$ cat config.mk
export PLATFORM = sky130hd
export DESIGN_NAME = pipe_stage_buffer
export DESIGN_NICKNAME = d
export VERILOG_FILES = /design/src/rtl/pipe_stage_buffer.sv
export SDC_FILE = /design/constraint.sdc
export NUM_CORES = 1
export LEC_CHECK = 0
export CAP_MARGIN = 20
export CELL_PAD_IN_SITES_DETAIL_PLACEMENT = 0
export CELL_PAD_IN_SITES_GLOBAL_PLACEMENT = 1
export CORE_UTILIZATION = 48
export DETAILED_ROUTE_END_ITERATION = 10
export DONT_BUFFER_PORTS = 1
export GPL_TIMING_DRIVEN = 0
export PLACE_DENSITY_LB_ADDON = 0.1
export SYNTH_ARGS = -nofsm -noshare
export SYNTH_HDL_FRONTEND = slang
export SYNTH_SLANG_ARGS = --single-unit
$ cat constraint.sdc
create_clock -name clk -period 5.5 [get_ports clk]
set_clock_uncertainty 0.15 [all_clocks]
set_input_delay 1.375 -clock clk [delete_from_list [all_inputs] [get_ports clk]]
set_output_delay 1.375 -clock clk [all_outputs]
set_load 0.02 [all_outputs]
$ cat src/rtl/pipe_stage_buffer.sv
// Elastic pipeline stage: DEPTH-entry circular FIFO with valid/ready on both sides and a synchronous flush.
// Optional macro PIPE_STAGE_BUFFER_ORDER_EN adds a 64-bit retirement-order tag (out_order).
module pipe_stage_buffer #(
  parameter int WIDTH = 64,
  parameter int DEPTH = 2
) (
  input  logic                       clk,
  input  logic                       rst_n,
  input  logic                       flush,
  input  logic                       in_valid,
  output logic                       in_ready,
  input  logic [WIDTH-1:0]           in_data,
  output logic                       out_valid,
  input  logic                       out_ready,
  output logic [WIDTH-1:0]           out_data,
  output logic [$clog2(DEPTH+1)-1:0] count
`ifdef PIPE_STAGE_BUFFER_ORDER_EN
  ,
  output logic [63:0]                out_order
`endif
);

  localparam int PTR_W = (DEPTH > 1) ? $clog2(DEPTH) : 1;
  localparam int CNT_W = $clog2(DEPTH + 1);

  logic [WIDTH-1:0] mem [DEPTH];
  logic [PTR_W-1:0] rd_ptr;
  logic [PTR_W-1:0] wr_ptr;
  logic [CNT_W-1:0] count_reg;
  logic             enq;
  logic             deq;

  function automatic logic [PTR_W-1:0] bump(input logic [PTR_W-1:0] p);
    return (p == PTR_W'(DEPTH - 1)) ? '0 : p + 1'b1;
  endfunction

  // in_ready looks only at occupancy, so a full buffer never accepts even while draining.
  assign in_ready  = (count_reg < CNT_W'(DEPTH));
  assign out_valid = (count_reg != '0);
  assign out_data  = mem[rd_ptr];
  assign count     = count_reg;

  assign enq = in_valid & in_ready & ~flush;
  assign deq = out_valid & out_ready & ~flush;

  always_ff @(posedge clk or negedge rst_n) begin
    if (!rst_n) begin
      count_reg <= '0;
      rd_ptr    <= '0;
      wr_ptr    <= '0;
    end else if (flush) begin
      count_reg <= '0;
      rd_ptr    <= '0;
      wr_ptr    <= '0;
    end else begin
      if (enq) wr_ptr <= bump(wr_ptr);
      if (deq) rd_ptr <= bump(rd_ptr);
      case ({enq, deq})
        2'b10:   count_reg <= count_reg + 1'b1;
        2'b01:   count_reg <= count_reg - 1'b1;
        default: count_reg <= count_reg;
      endcase
    end
  end

  // Payload storage carries no reset.
  always_ff @(posedge clk) begin
    if (enq) mem[wr_ptr] <= in_data;
  end

`ifdef PIPE_STAGE_BUFFER_ORDER_EN
  logic [63:0] order_cnt;

  // Flush neither advances nor rewinds the tag; only real retirements consume a number.
  always_ff @(posedge clk or negedge rst_n) begin
    if (!rst_n)   order_cnt <= '0;
    else if (deq) order_cnt <= order_cnt + 64'd1;
  end

  assign out_order = order_cnt;
`endif

endmodule

==> results of run 1 <==
[worst max path at each step]
stage                   from      endpoint  slack (ns)  cells after the start
finish                rd_ptr   out_data[3]        2.38                      3
global route          rd_ptr  out_data[15]        2.30                      3
CTS                   rd_ptr  out_data[10]        2.33                      3
detailed placement  in_valid    mem[1][50]        2.52                      3
global placement    in_valid    mem[1][50]       -0.04                      2
floorplan           in_valid     mem[1][0]        0.91                      2
[critical path, cell delays in order, from the launching register on]
cell,delay [ns]
dfrtp_1,0.36
buf_6,0.18
buf_6,0.20
mux2_4,0.35
[through the flow]
stage                     cell area [um^2]  setup slack (ns)  instances  power, W
after CTS                             5934             2.328        395  0.002388
after detailed placement              5395             2.521        363  0.001387
after global placement                5230          -0.04135        357  0.001369
after floorplan                       5060            0.9095        221  0.001347
after global routing                  5934             2.301        395  0.002443
final                                 5934             2.377        395  0.002362
[report_power, final]
group          leakage, nW  switching [W]  internal [W]
Combinational        0.564       0.000115     0.0000849
Sequential            1.23      0.0000123       0.00115
Clock                0.257       0.000364      0.000634
[cells in the mapped netlist (all sizes together)]
cell type | number | share of area, %
xor2 | 2 | 0.35
inv | 1 | 0.074
nand2 | 1 | 0.074
mux2 | 65 | 18
nor3b | 1 | 0.15
a21oi | 2 | 0.27
edfxtp | 128 | 76
nor2 | 2 | 0.15
or2 | 1 | 0.12
nor3 | 1 | 0.099
nor2b | 2 | 0.30
nand2b | 2 | 0.40
buf | 7 | 1.4
dfrtp | 4 | 2.0
o21ai | 2 | 0.20
[cells in the final DEF (no fill, tap or decap), drive strengths merged, types with 3 or more instances in the layout]
| cell | instances |
|---|---|
| edfxtp | 128 |
| buf | 13 |
| clkinvlp | 3 |
| dfrtp | 4 |
| clkinv | 7 |
| mux2 | 65 |
| clkbuf | 20 |
[routing by layer]
layer  part of all wire [%]  track usage (%)  vias up
met5                      0                0        -
met2                     53            25.02       95
met4                    1.8            7.344        0
li1                       -                -      926
met1                     34            14.05     1014
met3                     11            9.108       14
[final cells by class]
cell class | instances | area [um^2]
Inverter | 1 | 3.754
Buffer | 7 | 72.57
Sequential cell | 132 | 3944
Clock inverter | 12 | 113.9
Timing Repair Buffer | 6 | 152.6
Fill cell | 751 | 4343
Multi-Input combinational cell | 81 | 1052
Tap cell | 136 | 170.2
Clock buffer | 20 | 425.4
[cell families (layout without fill, tap and decap cells)]
logic type             after synthesis  in the layout
AO/OA/AOI/OAI                        4              4
flip-flops                         132            132
XOR/XNOR                             2              2
buffers and inverters                8             46
AND/OR/NAND/NOR                     10             10
multiplexers                        65             65
==> qor.yml, run 1 <==
outcome:
  outcome: "finished clean"
sta:
  finalMaxSlewViolations: 0
  post-route-period-util_pct: 56.78
  hold_ws_ns: 0.4144
  slew_headroom_pct: 38.91
  max_freq_mhz: 320.2
  setup_viol: 0
  tns_ns: 0
  rsz0062_at_grt: "false"
  hold_violations: 0
  worstMarginPinSlew_ns: 0.9154
  fin_crit_ns: 3.123
clocking:
  cts_buffer_depth: 2
  ctsHoldBuffers: 0
  ctsRootBufferMaster: "clkbuf_8"
  numClockSinks: 132
  cts_resized: 0
  h-tree-depth: 4
  clock_latency_ns: 0.50
  cts_buffers: 17
  clk_pin_slew_ns: 0.05
  cts_setup_buffers: 0
  cts_tree: "yes"
placed_design:
  port-buffer-count: 0
  place_congestion: 0.7033
  dp_hpwl_um: 5575
routing:
  firstDrtPassIters: 4
  ant_nets: 0
  wl_um: 7795
  wl_per_cell_um: 19.73
  drc: 0
  viasPerCell: 5.187
  vias: 2049
  drt_iter0_drc: 89
yosys:
  synth_top_family_by_area: "multiplexers"
  synth-simple-area-share_pct: 1.288
  avgSynthCellArea_um2: 22.85
  synth_compound_area_share_pct: 0.4708
  synthAdderAreaFrac_pct: 0
  synthMuxAreaShare_pct: 18.29
  syn_area_um2: 5050
  postSynthCellCount: 221
  ys_types: 20
  synth-seq-area-share_pct: 78.10
  synth_seq_cells: 132
  synth_fp_nets: 290
  ys_warn_count: 0
  synth-xor-area-share_pct: 0.3469
min_path:
  min_path_type: "input pin to asynchronous set/reset pin"
setup_path:
  start_kind: "flip-flop"
  end_kind: "primary output"
  critical_path_class: "flip-flop to primary output"
  r2r_cells: 3
  r2r_end: "mem[1][2]"
  crit_required_ns: 3.97
  reg2reg_from: "count[1]"
  worstPathMaxFanout: 10
  rrSetupSlack_ns: 3.28
  crit_arrival_ns: 1.60
power_and_ir_drop:
  vdd_drop_max_uv: 178.7
  powerDensity_nw_per_um2: 398.0
  leakage_nw: 2.049
floorplanning:
  die_h_um: 104.6
  start_util_pct: 49.14
  die_w_um: 104.6
  rows: 37
  core_area_um2: 10280
  fp.dieArea_um2: 10930
  ioPinCount: 137
layout:
  drive_gt1_share_pct: 42.47
  antenna_cells: 0
  area_delta_synth_final_pct: 17.52
  final_core_util_pct: 57.74
  nets: 315
  largest_register_ffs: 128
job:
  max-cap-violations: 0
global_route:
  grt_pass1_vias: 2185
  grt_use_total_pct: 14.83
  antenna_found_initial: 0
  grt_max_degree: 23
  grt_pass1_wl_um: 11610
  grt_overflow: 0
No activity file was read; power rests on OpenSTA's default activity.
==> run 2, diff against run 1 <==
==> constraint.sdc (replaced) <==
create_clock -name clk -period 2.8 [get_ports clk]
set_clock_uncertainty 0.15 [all_clocks]
set_input_delay 0.7 -clock clk [delete_from_list [all_inputs] [get_ports clk]]
set_output_delay 0.7 -clock clk [all_outputs]
set_load 0.02 [all_outputs]
==> run 2 against run 1 <==
  * Worst setup slack worse by 2.0 ns
  * Worst hold slack worse by 0.30 ns
  * Global-route usage increased by 0.17 points
  * Clock power up 91%
  * Die area unchanged
  * Largest cell class unchanged
  * Clock-buffer cell count increased by 6
  * Combinational power rose by 97%
==> qor.yml, run 2 (synthesis results as in run 1) <==
sta:
  worstMarginPinSlew_ns: 0.9447  # +0.02926 ns
  slew_headroom_pct: 36.95  # -2.0 points
  rsz0062_at_grt: "false"
  finalMaxSlewViolations: 0  # unchanged
  post-route-period-util_pct: 86.61
  fin_crit_ns: 2.425
  fin_ws_ns: 0.3748  # -2.003 ns
  setup_viol: 0  # unchanged
  hold_violations: 0  # unchanged
  max_freq_mhz: 412.3
min_path:
  min_path_type: "input pin to flip-flop"
  hold_depth: 1
  hold_start: "flush"
placed_design:
  dp_hpwl_um: 5394  # -3.2%
  place_congestion: 0.7119  # +1.2%
  pre_cts_slack_ns: 0.3222  # -2.198 ns
  port-buffer-count: 0  # unchanged
setup_path:
  critical_path_class: "flip-flop to primary output"
  end_kind: "primary output"
  crit_arrival_ns: 1.58  # -0.02 ns
  crit_buf_inv: 2  # unchanged
  cp_num_cells: 3  # unchanged
  cp_slowest_stage_delay_ns: 0.35  # about the same
  worstPathMaxFanout: 10  # unchanged
  crit_slowest_cell: "dfrtp_1"
  cpMostUsedCell: "buf_6"
  crit_family: "buffers and inverters"
  crit_start: "rd_ptr"
  crit_required_ns: 1.95  # -2.02 ns
  start_kind: "flip-flop"
  crit_chain: "buf_6, buf_6, mux2_4"
  reg2reg_from: "count[1]"
  r2r_cells: 4  # +1
layout:
  antenna_cells: 0  # unchanged
  final_common_cell: "edfxtp_1"
  drive_gt1_share_pct: 41.92  # -0.55 points
  largest_register_ffs: 128  # unchanged
  final_core_util_pct: 57.73  # about the same
  layout_common_cells: "edfxtp_1, mux2_4, clkbuf_16"
  nets: 316  # +0.32%
  multi_input_area_um2: 1052  # unchanged
  fillers: 767  # +2.1%
  area_delta_synth_final_pct: 17.49  # about the same
  seqCellArea_um2: 3944  # unchanged
floorplanning:
  die_w_um: 104.6  # unchanged
  fp.dieArea_um2: 10930  # unchanged
  core_area_um2: 10280  # unchanged
  ioPinCount: 137  # unchanged
  die_h_um: 104.6  # unchanged
  rows: 37  # unchanged
  start_util_pct: 49.14  # unchanged
power_and_ir_drop:
  leakage_nw: 2.049  # about the same
  switchingPower_w: 0.0009436  # +92%
  pwr-share-comb_pct: 8.6  # about the same
  powerDensity_nw_per_um2: 773.8  # +94%
  sw_frac_of_total_pct: 20.55  # -0.27 points
  p_int_w: 0.003647  # +95%
  seqPwrFrac_pct: 49.8  # +0.5 points
  total_power_w: 0.004591  # +94%
  vdd_drop_max_uv: 412.3  # +130%
  clock_power_share_pct: 41.6  # -0.7 points
job:
  max-cap-violations: 0  # unchanged
clocking:
  cts_buffers: 17  # unchanged
  cts_buffer_depth: 2  # unchanged
  numClockSinks: 132  # unchanged
  cts_resized: 0  # unchanged
  ctsHoldBuffers: 1  # +1
  h-tree-depth: 4  # unchanged
  cts_setup_buffers: 0  # unchanged
  clock_latency_ns: 0.49  # about the same
  clk_pin_slew_ns: 0.05  # about the same
  ctsRootBufferMaster: "clkbuf_8"
  cts_tree: "yes"
global_route:
  grt_pass1_wl_um: 11760  # +1.3%
  grt_pass1_vias: 2188  # +0.14%
  grt_max_degree: 23  # unchanged
  grt_overflow: 0  # unchanged
  antenna_found_initial: 0  # unchanged
  grt_use_total_pct: 15.00  # +0.17 points
routing:
  drc: 0  # unchanged
  viasPerCell: 5.172  # -0.30%
  wl_per_cell_um: 19.16  # -2.9%
  ant_nets: 0  # unchanged
  firstDrtPassIters: 4  # unchanged
  vias: 2048  # -0.049%
  wl_um: 7587  # -2.7%
  drt_iter0_drc: 66  # -26%
outcome:
  outcome: "finished clean"
==> run 2: worst paths after layout <==
| kind | to | slack [ns] |
|---|---|---|
| setup / recovery | out_data[1] | 0.37 |
| hold / removal | count[0] | 0.11 |
| setup reg to reg | mem[1][21] | 0.40 |
| hold reg to reg | wr_ptr | 0.48 |
| max in group asynchronous | wr_ptr | 2.00 |
| min in group asynchronous | count[0] | 0.33 |
==> run 2: cell type report <==
class	instances	area share [%]
well taps	136	2.868
inverters	1	0.06326
plain buffers	7	1.223
flip-flops and latches	132	66.47
clock inverters	6	1.012
repair buffers	7	2.741
clock buffers	26	7.887
multi-input cells	81	17.74
==> run 2: through the flow <==
step	cells	hold WS, ns	cell area (um^2)	setup TNS, ns
floorplan	221	0.2544	5072	-18.67
global placement	357	0.2545	5243	-97.19
detailed placement	363	0.2545	5395	0
CTS	396	0.08113	5933	0
global route	396	0.07251	5933	0
finish	396	0.1103	5933	0
==> run 2: power by group through the flow <==
stage	registers, W	logic, W	clock network, W
after floorplan	0.00232	0.000325	0
after global placement	0.00233	0.000363	0
after detailed placement	0.00233	0.000398	0
after CTS	0.00229	0.000401	0.00196
after global routing	0.00229	0.000414	0.00204
final	0.00229	0.000394	0.00191
==> run 2: layer usage <==
layer / global-route usage, % / wire length [um]
met1: 14.71 / 2596
met4: 7.042 / 102
met5: 0 / 0
met3: 8.422 / 746
met2: 25.54 / 4143
